==> src/rtl/execute.sv <==
`default_nettype none
// ============================================================================
//  Module   : execute
//  Purpose  : EX stage of a five-stage MIPS-style pipeline. Computes the
//             branch target, selects the destination register, decodes the
//             ALU operation, runs a 32-bit ALU and holds the EX/MEM pipeline
//             register. Results reach MEM one clock after operands arrive.
//  Ports    :
//    clk, rst_n        - clock (rising edge), async active-low reset
//    wb_ctl, m_ctl     - write-back / memory control, passed through
//    regdst, alusrc    - destination register / operand-B selects
//    aluop, funct      - ALU operation class and R-type function field
//    npcout            - PC+4 of the instruction
//    rdata1, rdata2    - register operands A and B (B is also store data)
//    s_extendout       - sign-extended immediate
//    instrout_2016/1511- rt / rd register numbers
//    wb_ctlout, branch, memread, memwrite, EX_MEM_NPC, zero, alu_result,
//    rdata2out, five_bit_muxout - registered EX/MEM outputs
//  Revision : 1.0 - initial release
// ============================================================================
module execute (
  input  logic        clk,
  input  logic        rst_n,
  input  logic [1:0]  wb_ctl,
  input  logic [2:0]  m_ctl,
  input  logic        regdst,
  input  logic        alusrc,
  input  logic [1:0]  aluop,
  input  logic [31:0] npcout,
  input  logic [31:0] rdata1,
  input  logic [31:0] rdata2,
  input  logic [31:0] s_extendout,
  input  logic [4:0]  instrout_2016,
  input  logic [4:0]  instrout_1511,
  input  logic [5:0]  funct,
  output logic [1:0]  wb_ctlout,
  output logic        branch,
  output logic        memread,
  output logic        memwrite,
  output logic [31:0] EX_MEM_NPC,
  output logic        zero,
  output logic [31:0] alu_result,
  output logic [31:0] rdata2out,
  output logic [4:0]  five_bit_muxout
);

  // ALU select encodings
  localparam logic [2:0] C_SEL_AND = 3'b000;
  localparam logic [2:0] C_SEL_OR  = 3'b001;
  localparam logic [2:0] C_SEL_ADD = 3'b010;
  localparam logic [2:0] C_SEL_NOP = 3'b011;
  localparam logic [2:0] C_SEL_SUB = 3'b110;
  localparam logic [2:0] C_SEL_SLT = 3'b111;

  logic [31:0] w_branch_target;
  logic [31:0] w_operand_b;
  logic [4:0]  w_dest_reg;
  logic [2:0]  w_alu_sel;
  logic [31:0] w_alu_out;
  logic        w_slt;

  // Word offset to byte offset; the sum wraps silently.
  assign w_branch_target = npcout + {s_extendout[29:0], 2'b00};
  assign w_operand_b     = alusrc ? s_extendout : rdata2;
  assign w_dest_reg      = regdst ? instrout_1511 : instrout_2016;
  assign w_slt           = $signed(rdata1) < $signed(w_operand_b);

  // ALU control: loads/stores add, branches subtract, R-type uses funct.
  always_comb begin
    w_alu_sel = C_SEL_NOP;
    if (aluop[1]) begin
      case (funct)
        6'b100000: w_alu_sel = C_SEL_ADD;
        6'b100010: w_alu_sel = C_SEL_SUB;
        6'b100100: w_alu_sel = C_SEL_AND;
        6'b100101: w_alu_sel = C_SEL_OR;
        6'b101010: w_alu_sel = C_SEL_SLT;
        default:   w_alu_sel = C_SEL_NOP;
      endcase
    end else if (aluop[0]) begin
      w_alu_sel = C_SEL_SUB;
    end else begin
      w_alu_sel = C_SEL_ADD;
    end
  end

  always_comb begin
    w_alu_out = 32'd0;
    case (w_alu_sel)
      C_SEL_AND: w_alu_out = rdata1 & w_operand_b;
      C_SEL_OR:  w_alu_out = rdata1 | w_operand_b;
      C_SEL_ADD: w_alu_out = rdata1 + w_operand_b;
      C_SEL_SUB: w_alu_out = rdata1 - w_operand_b;
      C_SEL_SLT: w_alu_out = {31'd0, w_slt};
      default:   w_alu_out = 32'd0;
    endcase
  end

  // EX/MEM pipeline register
  always_ff @(posedge clk or negedge rst_n) begin
    if (!rst_n) begin
      wb_ctlout       <= 2'd0;
      branch          <= 1'b0;
      memread         <= 1'b0;
      memwrite        <= 1'b0;
      EX_MEM_NPC      <= 32'd0;
      zero            <= 1'b0;
      alu_result      <= 32'd0;
      rdata2out       <= 32'd0;
      five_bit_muxout <= 5'd0;
    end else begin
      wb_ctlout       <= wb_ctl;
      branch          <= m_ctl[2];
      memread         <= m_ctl[1];
      memwrite        <= m_ctl[0];
      EX_MEM_NPC      <= w_branch_target;
      zero            <= (w_alu_out == 32'd0);
      alu_result      <= w_alu_out;
      // Store data is always the register operand, never the immediate.
      rdata2out       <= rdata2;
      five_bit_muxout <= w_dest_reg;
    end
  end

endmodule
`default_nettype wire

==> config.mk <==
export PLATFORM = sky130hd
export DESIGN_NAME = execute
export DESIGN_NICKNAME = d
export VERILOG_FILES = /design/src/rtl/execute.sv
export SDC_FILE = /design/constraint.sdc
export NUM_CORES = 1
export LEC_CHECK = 0
export CAP_MARGIN = 0
export CORE_MARGIN = 2
export CORE_UTILIZATION = 30
export CTS_BUF_LIST = sky130_fd_sc_hd__clkbuf_2 sky130_fd_sc_hd__clkbuf_4 sky130_fd_sc_hd__clkbuf_8
export DETAILED_ROUTE_END_ITERATION = 8
export GPL_ROUTABILITY_DRIVEN = 0
export GPL_TIMING_DRIVEN = 0
export PLACE_DENSITY = 0.57
export SLEW_MARGIN = 20
export SYNTH_ARGS = -nofsm -noshare
export SYNTH_HDL_FRONTEND = slang
export SYNTH_SLANG_ARGS = --single-unit
export TNS_END_PERCENT = 10
==> constraint.sdc <==
create_clock -name clk -period 0.8 [get_ports clk]
set_input_delay 0.08 -clock clk [delete_from_list [all_inputs] [get_ports clk]]
set_output_delay 0.08 -clock clk [all_outputs]
set_load 0.01 [all_outputs]
Word level (Yosys, flattened, before mapping)
Index checks and enable logic that the tools add are counted.
{ "word_totals": {"in_bits": 155, "word_cells": 32, "out_inout_bits": 107, "ff_bits": 107} }
{ "classes": {"mux": 6, "bitwise_logic": 2, "order_cmp": 1, "n_reduce_logical": 2, "eq_ne": 9, "add_sub_neg": 3} }
{ "ops": {"columns": ["operator", "n"], "rows": [
  ["one-hot mux 32 bit (5 select lines)", 1],
  ["adder 32 bit", 2],
  ["AND 32 bit", 1],
  ["logical NOT 32 bit", 1],
  ["less-than comparator 32 bit", 1],
  ["two-way mux 32 bit", 1],
  ["bitwise OR 32 bit", 1],
  ["subtractor 32 bit", 1],
  ["equality test 6 bit (second input constant)", 5],
  ["one-hot mux 3 bit (5 select lines)", 1],
  ["equality test 3 bit (second input constant)", 2],
  ["two-way mux 3 bit", 2],
  ["two-way mux 5 bit", 1],
  ["equality test 3 x 1 -> 1 bit (second input constant)", 1],
  ["equality test 3 x 2 -> 1 bit (second input constant)", 1],
  ["logical NOT 3 bit", 1]
]} }

Depth between registers and ports, before layout
Gate-level depths: netlist of the first run.
{ "logic_depth": {"depth_word": 6, "ltp_mapped": 18} }

Worst setup path after synthesis of the first run
OpenSTA, ideal clock, no wires.
{ "synth_path": {"path_kind": "in2reg", "from": "input alusrc", "to": "register zero", "cell_stages": 17, "arrival_time_ps": 4442, "path_buffers": 2, "path_slack_ps": -3736, "cell_sequence": "clkbuf_1 > buf_1 > mux2i_1 > inv_1 > ha_1 > fa_1 > o21bai_1 > a211oi_1 > a211oi_2 > nor2_2 > o311a_1 > or2_1 > a221oi_1 > o22ai_1 > or4_1 > or4_4 > nor4b_4"} }
{ "synth_between": {"elab_chain_len": 4, "word_cells_on_any_way": 8, "classes_between": "2 x add/sub; 1 x order compare; 2 x mux; 2 x bitwise; 1 x reduce/logical"} }
{ "synth_lines": {"columns": ["item", "line_no", "rtl"], "rows": [
  ["start, declared", "27", "input logic alusrc,"],
  ["two-way mux 32 bit (*)", "64", "assign w_operand_b = alusrc ? s_extendout : rdata2;"],
  ["subtractor 32 bit (tied with other cells)", "93", "C_SEL_SUB: w_alu_out = rdata1 - w_operand_b;"],
  ["one-hot mux 32 bit (5 select lines) (*)", "89", "case (w_alu_sel)"],
  ["via w_alu_out[22]", "59", "logic [31:0] w_alu_out;"],
  ["logical NOT 32 bit (*)", "117", "zero <= (w_alu_out == 32'd0);"],
  ["end signal, assigned", "117", null],
  ["end, declared", "41", "output logic zero,"]
]} }
The timed path passes the listed nets; every way through them passes the cells marked *.

Final worst setup path of the first run
Ends and elaborated chain as after synthesis.

==> results of run 1 <==
-- cell families after synthesis --
| group | share of synthesized area, % |
|---|---|
| simple gates | 15.6 |
| compound gates | 24.2 |
| mux | 5.76 |
| xor+xnor | 3.64 |
| flops | 27.1 |
| fa+ha+maj | 16.8 |
| buf+inv | 6.93 |
-- final timing paths --
check | endpoint | depth (start not counted)
max in group asynchronous | alu_result[18] | 2
worst max-delay path | zero | 18
min in group clk | EX_MEM_NPC[13] | 4
worst min-delay path | EX_MEM_NPC[3] | 1
-- sequential cells by signal, indices dropped and copies added (netlist names) --
name / count
memread: 1
alu_result: 32
rdata2out: 32
EX_MEM_NPC: 32
zero: 1
branch: 1
five_bit_muxout: 5
memwrite: 1
wb_ctlout: 2
-- per-stage QoR --
stage	instances	TNS (ps)	hold WS (ps)	power (mW)	worst slack, ps
after detailed placement	1857	-154350	53.6	16.0	-4290
after global routing	1991	-107250	-412	23.3	-3440
after global placement	1856	-670340	526	15.9	-4830
after CTS	1939	-129660	-418	21.2	-3360
after floorplan	1156	-82340	-216	11.8	-3160
final	1991	-98270	-426	21.9	-3400
-- layer usage --
layer / share of wire [%] / global-route usage, %
met5: 0 / 0
met4: 2.3 / 6.38
met1: 42 / 30.0
met3: 7.6 / 3.17
met2: 48 / 36.4
-- power by group through the flow --
stage	combinational, mW	sequential [mW]	clock (mW)
2_1_floorplan	4.91	6.86	0
3_3_place_gp	9.45	6.45	0
3_5_place_dp	9.52	6.44	0
4_1_cts	11.2	6.36	3.65
5_1_grt	13.0	6.44	3.83
6_report	12.1	6.36	3.44
-- final cells by class --
class / count / area [sq um] / area share (%)
diodes: 1 / 2.50 / 0.0158
plain buffers: 46 / 400 / 2.53
clock buffers: 10 / 138 / 0.869
clock inverters: 6 / 46.3 / 0.292
inverters: 125 / 482 / 3.04
multi-input cells: 874 / 8290 / 52.3
flip-flops and latches: 107 / 2680 / 16.9
well taps: 442 / 553 / 3.49
repair buffers: 380 / 3260 / 20.5
-- cells in the final DEF (no fill, tap or decap), types with 23 or more instances in the layout --
cell type / instances
buf_6: 50
dfrtp_1: 107
buf_4: 88
ha_4: 37
clkdlybuf4s50_1: 109
a21o_1: 29
nor2_1: 73
clkbuf_2: 91
ha_1: 81
a21oi_1: 61
o21ai_0: 26
mux2i_1: 23
buf_2: 29
xnor2_1: 29
nand2_1: 56
inv_1: 112
-- critical path, stage by stage --
cell and delay, ps:
clkbuf_16 140, buf_16 140, mux2i_4 190, inv_2 110
ha_4 150, inv_2 40, fa_2 350, nand2b_4 160
a21o_4 220, o21a_1 180, xor2_1 130, o221ai_1 140
or4_1 580, or4_4 450, nor4_4 250, nand4b_1 360
or4_4 630, nor4b_4 220
-- what timing repair did --
| action | 4_1_cts | 5_1_grt |
|---|---|---|
| hold buffers | 7 | 3 |
| cloned | 1 | 1 |
| pin swaps | 90 | 87 |
| endpoints found under the setup margin | 169 | 166 |
| gates resized for setup | 468 | 311 |
| hold endpoints to repair | 54 | 50 |
| buffers inserted | 62 | 50 |
==> results.json, run 1 <==
{
  "outcome": "complete, but fails checks",
  "failed_checks": "hold timing, setup timing",
  "cts.clk_slew.worst_paths_ps": 120,
  "rows": 66,
  "synth_top_area_share_pct": 27.1,
  "grt_setup_unrepaired": "true",
  "antenna_found_initial": 1,
  "avgSynthCellArea_sq_um": 8.54,
  "dpl.hpwl_um": 28700,
  "io_buffer_count": 258,
  "htree_levels": 3,
  "fmax_mhz": 238,
  "power_density_nw_per_um2": 1380,
  "hold_class": "in -> async",
  "grt_pass1_vias": 10200,
  "totalWireLength_um": 39700,
  "fin_crit_ps": 4200,
  "period_share_pct": 525,
  "drt_iter0_markers": 896,
  "p_comb_share_pct": 55.3,
  "drv_cap": 0,
  "dpl-instance-area_sq_um": 13300,
  "grt_max_degree": 61,
  "pwr-share-seq_pct": 29.0,
  "crit_path_end_kind": "register",
  "cts_buffer_depth": 2,
  "drc": 0,
  "netlist_area_sq_um": 9880,
  "yosys_warnings": 0,
  "p_int_mw": 13.1,
  "power_leakage_nw": 6.99,
  "syn_nets": 1442,
  "syn-instance-count": 1156,
  "dieArea_sq_um": 34400,
  "cts-root-buf": "clkbuf_8",
  "antenna_left": 0,
  "async_flop_share_pct": 100,
  "clkPwrFrac_pct": 15.7,
  "worst_slew_pin_slew_ps": 825,
  "synth_flop_cell": "dfrtp_1",
  "grt-ovfl-total": 0,
  "vias_per_cell": 5.38,
  "wire_per_inst_um": 19.9,
  "path_max_fanout": 6,
  "arrival_ps": 4520,
  "drive_gt1_share_pct": 35.2,
  "grt_usage_pct": 22.1,
  "cts_tree": "built",
  "synth_edf_count": 0,
  "vias": 10700,
  "synth_seq_cells": 107,
  "ys_seq_area_share_pct": 27.1,
  "nets": 1829,
  "initial_core_util_pct": 30.4,
  "ioPinCount": 262,
  "cts_buffers": 9,
  "grt_pass1_wl_um": 58500,
  "whs_ps": -426,
  "synth_top_area_cell": "dfrtp_1",
  "switching_share_pct": 40.4,
  "required_ps": 1120,
  "die_w_um": 185,
  "start_kind": "input pin",
  "synthTopCellsByArea": "dfrtp_1 27%, ha_1 16%, mux2i_1 5.0%",
  "areaGrowthSynthToFinish_pct": 60.4,
  "yosysMostFrequentCell": "ha_1",
  "startpoint": "alusrc",
  "yosysUniqueCellTypes": 77,
  "power_switching_mw": 8.86,
  "fin_area_sq_um": 15800,
  "die_height_um": 185,
  "fin_util_pct": 48.8,
  "dr.pass1.iters": 6,
  "num-fill-cells": 3094,
  "ir_worst_vdd_mv": 1.09,
  "drv_slew": 0,
  "crit_type": "in -> reg",
  "setup_slack_ps": -3400,
  "finalSetupViolCount": 166,
  "hold_viol": 69,
  "slew_headroom_pct": 45.0,
  "synth_common_cells": "128 x ha_1, 119 x inv_1, 107 x dfrtp_1",
  "cts_num_sinks": 107,
  "core_sq_um": 32500
}
(Power assumes the default switching activity.)
==> run 2: changes to the inputs <==
- SLEW_MARGIN: 20 -> not set
==> run 2 against run 1 <==
Effect of this change: critical endpoint unchanged; sequential power hardly changed; first-iteration DRC count is 4.4% lower; largest power group unchanged; flip-flop and latch count is the same; count of clock-buffer cells in the layout up 1; the run still ends with hold timing, setup timing left; design area shrank 1.4%; via count down 1.5%; combinational power about the same; global-route usage grew 0.14 points; final cell count is 0.75% lower.
==> results.json, run 2 (synthesized netlist as in run 1, its figures left out) <==
{
  "antenna_found_initial": 1,
  "start_kind": "input pin",
  "diodes": 0,
  "grt_setup_unrepaired": "true",
  "cts_num_sinks": 107,
  "ioPinCount": 262,
  "vias": 10500,
  "crit_family": "simple AND/OR/NAND/NOR gates",
  "grt_pass1_wl_um": 58900,
  "power_leakage_nw": 6.94,
  "die_w_um": 185,
  "dr.pass1.iters": 8,
  "areaGrowthSynthToFinish_pct": 58.3,
  "totalWireLength_um": 39100,
  "outcome": "complete, but fails checks",
  "slew_headroom_pct": 45.6,
  "htree_levels": 3,
  "die_height_um": 185,
  "hold_viol": 54,
  "cts-root-buf": "clkbuf_8",
  "dpl-instance-area_sq_um": 13300,
  "drc": 0,
  "whs_ps": -413,
  "required_ps": 1110,
  "power_density_nw_per_um2": 1390,
  "path_max_fanout": 5,
  "cp_common_cell": "or4_4",
  "crit_buf_inv": 4,
  "cp_cell_sequence": "clkbuf_16, buf_16, mux2i_4, inv_2, ha_4, fa_2, buf_4, and2_1, o211ai_1, nand3_1, o31ai_2, nand4bb_1, or4_1, or4_4, nor4_4, nand4b_1, or4_4, nor4b_4",
  "grt-ovfl-total": 0,
  "antenna_left": 0,
  "slowest_delay_ps": 640,
  "failed_checks": "hold timing, setup timing",
  "io_buffer_count": 258,
  "cp_slowest_cell": "or4_4",
  "vias_per_cell": 5.33,
  "cts_tree": "built",
  "num-fill-cells": 3117,
  "fin_area_sq_um": 15600,
  "crit_type": "in -> reg",
  "drive_gt1_share_pct": 33.8,
  "initial_core_util_pct": 30.4,
  "nets": 1816,
  "rows": 66,
  "fmax_mhz": 239,
  "wire_per_inst_um": 19.8,
  "worst_slew_pin_slew_ps": 816,
  "setup_slack_ps": -3390,
  "crit_path_end_kind": "register",
  "drt_iter0_markers": 857,
  "mostFrequentLayoutCells": "111 x inv_1, 107 x dfrtp_1, 105 x clkdlybuf4s50_1, 93 x ha_1, 87 x clkbuf_2",
  "grt_max_degree": 61,
  "hold_class": "in -> async",
  "ir_worst_vdd_mv": 0.876,
  "core_sq_um": 32500,
  "fin_crit_ps": 4190,
  "cts_buffer_depth": 2,
  "final_common_cell": "inv_1",
  "cts.clk_slew.worst_paths_ps": 100,
  "cts_buffers": 9,
  "grt_usage_pct": 22.2,
  "dieArea_sq_um": 34400,
  "period_share_pct": 523,
  "arrival_ps": 4500,
  "grt_pass1_vias": 10400,
  "drv_slew": 0,
  "top_regs": "EX_MEM_NPC x32, alu_result x32, rdata2out x32",
  "finalSetupViolCount": 166,
  "dpl.hpwl_um": 28700,
  "drv_cap": 0
}
## run 2: through the flow
| stage | cells | total power, mW | setup TNS, ps | util, % | setup slack, ps |
|---|---|---|---|---|---|
| 2_1_floorplan | 1156 | 11.8 | -82340 | - | -3160 |
| 3_3_place_gp | 1856 | 15.9 | -670340 | 40.8 | -4830 |
| 3_5_place_dp | 1857 | 16.0 | -157250 | 40.9 | -4290 |
| 4_1_cts | 1960 | 21.4 | -129550 | 47.1 | -3390 |
| 5_1_grt | 1976 | 23.0 | -108250 | 48.2 | -3480 |
| 6_report | 1976 | 21.7 | -98420 | 48.2 | -3390 |
## run 2: metal layers
metal	wire length [um]	track usage, %
met2	18700	36.7
met4	822	7.08
met5	0	0
met3	2580	3.56
met1	16900	29.6
## run 2: layout make-up
| type | count | area [sq um] | area share, % |
|---|---|---|---|
| multi-input combinational | 874 | 8200 | 52.5 |
| timing repair buffer | 370 | 3190 | 20.4 |
| sequential | 107 | 2680 | 17.1 |
| tap | 442 | 553 | 3.54 |
| inverter | 125 | 477 | 3.05 |
| buffer | 43 | 354 | 2.27 |
| clock buffer | 11 | 151 | 0.969 |
| clock inverter | 4 | 26.3 | 0.168 |
## run 2: path summary, 6_finish.rpt
kind / end / from / depth (start not counted)
max in group asynchronous: alu_result[22] / rst_n / 2
worst min-delay path: EX_MEM_NPC[3] / rst_n / 1
worst max-delay path: zero / alusrc / 18
min in group clk: EX_MEM_NPC[6] / npcout[6] / 4
## run 2: timing repair
action / in CTS / in global routing
pin swaps: 90 / 51
buffers inserted: 86 / 15
gates resized for setup: 504 / 272
endpoints found under the setup margin: 169 / 166
hold buffers: 7 / 4
endpoints found under the hold margin: 54 / 51
## run 2: where the power goes
part	internal (mW)	switching (mW)
sequential	6.14	0.224
clock	1.28	2.00
combinational	5.61	6.41
total	13.0	8.63
==> run 3: changes to the inputs <==
- CORE_ASPECT_RATIO: not set -> 0.6
- CTS_BUF_LIST: sky130_fd_sc_hd__clkbuf_2 sky130_fd_sc_hd__clkbuf_4 sky130_fd_sc_hd__clkbuf_8 -> not set
- SLEW_MARGIN: not set -> 5
==> run 3 against run 2 <==
Effect of this change: the flow still finishes with violations (hold timing, setup timing); critical endpoint unchanged; critical path type unchanged; die area up 0.14%; via count is 2.7% higher; flip-flop and latch count did not move; largest cell class unchanged; clock power increased by 59%; sequential power is 0.9% higher; largest power group unchanged.
==> results.json, run 3 (synthesized netlist as in run 1, its figures left out) <==
{
  "path_max_fanout": 6,
  "dr.pass1.iters": 6,
  "dpl.hpwl_um": 31500,
  "cts.clk_slew.worst_paths_ps": 80,
  "wire_per_inst_um": 21.3,
  "rows": 51,
  "worst_slew_pin_slew_ps": 747,
  "antenna_left": 0,
  "io_buffer_count": 258,
  "dieArea_sq_um": 34400,
  "grt_pass1_wl_um": 60700,
  "core_sq_um": 32400,
  "drv_slew": 0,
  "slew_headroom_pct": 50.2,
  "finalSetupViolCount": 167,
  "cts_buffers": 9,
  "grt_max_degree": 57,
  "final_common_cell": "inv_1",
  "antenna_found_initial": 2,
  "crit_type": "in -> reg",
  "crit_buf_inv": 6,
  "ir_worst_vdd_mv": 1.15,
  "drt_iter0_markers": 1199,
  "mostFrequentLayoutCells": "112 x inv_1, 109 x clkdlybuf4s50_1, 107 x dfrtp_1, 92 x buf_4, 84 x ha_1",
  "grt_usage_pct": 23.4,
  "period_share_pct": 502,
  "fmax_mhz": 249,
  "outcome": "complete, but fails checks",
  "start_kind": "input pin",
  "cts_buffer_depth": 2,
  "crit_path_end_kind": "register",
  "hold_class": "in -> async",
  "ioPinCount": 262,
  "setup_slack_ps": -3210,
  "drc": 0,
  "slowest_delay_ps": 530,
  "whs_ps": -369,
  "arrival_ps": 4310,
  "p_total_mw": 24.2,
  "drive_gt1_share_pct": 35.4,
  "power_density_nw_per_um2": 1510,
  "failed_checks": "hold timing, setup timing",
  "htree_levels": 3,
  "vias_per_cell": 5.49,
  "grt-ovfl-total": 0,
  "die_w_um": 238,
  "grt_setup_unrepaired": "true",
  "cp_slowest_cell": "or4_4",
  "drv_cap": 0,
  "areaGrowthSynthToFinish_pct": 62.8,
  "cts-root-buf": "clkbuf_16",
  "die_height_um": 145,
  "fin_crit_ps": 4010,
  "cts_num_sinks": 107,
  "hold_viol": 51,
  "cp_cell_sequence": "clkbuf_16, buf_16, mux2i_4, inv_2, buf_4, ha_4, inv_2, fa_2, nand2b_4, a21o_4, a211oi_4, o211ai_1, a21oi_2, a21o_1, buf_4, o221a_1, o22ai_2, or4_1, or4_4, nor4b_4",
  "vias": 10800,
  "top_regs": "EX_MEM_NPC x32, alu_result x32, rdata2out x32",
  "initial_core_util_pct": 30.5,
  "required_ps": 1100,
  "totalWireLength_um": 42100,
  "nets": 1828,
  "crit_family": "compound AO/OA/AOI/OAI gates",
  "diodes": 0,
  "cts_tree": "built",
  "grt_pass1_vias": 10200,
  "fin_util_pct": 49.6,
  "power_leakage_nw": 7.12
}
## run 3: cell count changes in the layout (fill, tap and decap cells not counted), moves of 7 or more
cell	before	now
buf_4	71	92
clkbuf_16	2	11
buf_2	31	49
ha_2	3	10
clkbuf_8	13	2
ha_1	93	84
a21oi_1	63	55
clkbuf_2	87	56
## run 3: repair_timing
| item | in CTS | in global routing |
|---|---|---|
| pin swaps | 76 | 104 |
| gates resized for setup | 543 | 322 |
| setup buffers | 68 | 47 |
| hold buffers | 7 | 2 |
| setup endpoints to repair | 169 | 168 |
| hold endpoints to repair | 58 | 53 |
## run 3: worst paths after layout
check	start	endpoint	slack (ps)	cells after the start
min in group clk	npcout[5]	EX_MEM_NPC[5]	20	3
max in group asynchronous	rst_n	alu_result[4]	460	2
setup / recovery	alusrc	zero	-3210	20
hold / removal	rst_n	EX_MEM_NPC[18]	-370	1
## run 3: metrics by stage
step           setup WS (ps)  setup TNS [ps]  std cells  instance area, sq um
6_report               -3210          -98120       1971                 16100
5_1_grt                -3310         -105270       1971                 16100
4_1_cts                -3150         -121030       1924                 15000
3_5_place_dp           -4120         -161590       1839                 13200
3_3_place_gp           -4820         -674280       1838                 13200
2_1_floorplan          -3160          -82340       1156                 10100
## run 3: cell type report
class	count	area [sq um]
multi-input cells	874	8390
flip-flops and latches	107	2680
plain buffers	43	367
well taps	424	531
fillers	3026	16300
clock inverters	7	108
clock buffers	9	225
repair buffers	382	3310
inverters	125	472
## run 3: routing by layer
| metal | GRT usage [%] | routed length [um] | vias to the layer above |
|---|---|---|---|
| li1 | - | - | 4979 |
| met2 | 31.3 | 16300 | 581 |
| met4 | 4.44 | 570 | 0 |
| met5 | 0 | 0 | - |
| met1 | 34.6 | 19900 | 5217 |
| met3 | 9.60 | 5290 | 47 |
## run 3: power breakdown
part / internal [mW] / switching (mW) / leakage [nW]
sequential: 6.14 / 0.272 / 1.27
clock: 2.81 / 2.41 / 0.160
combinational: 5.82 / 6.77 / 5.68
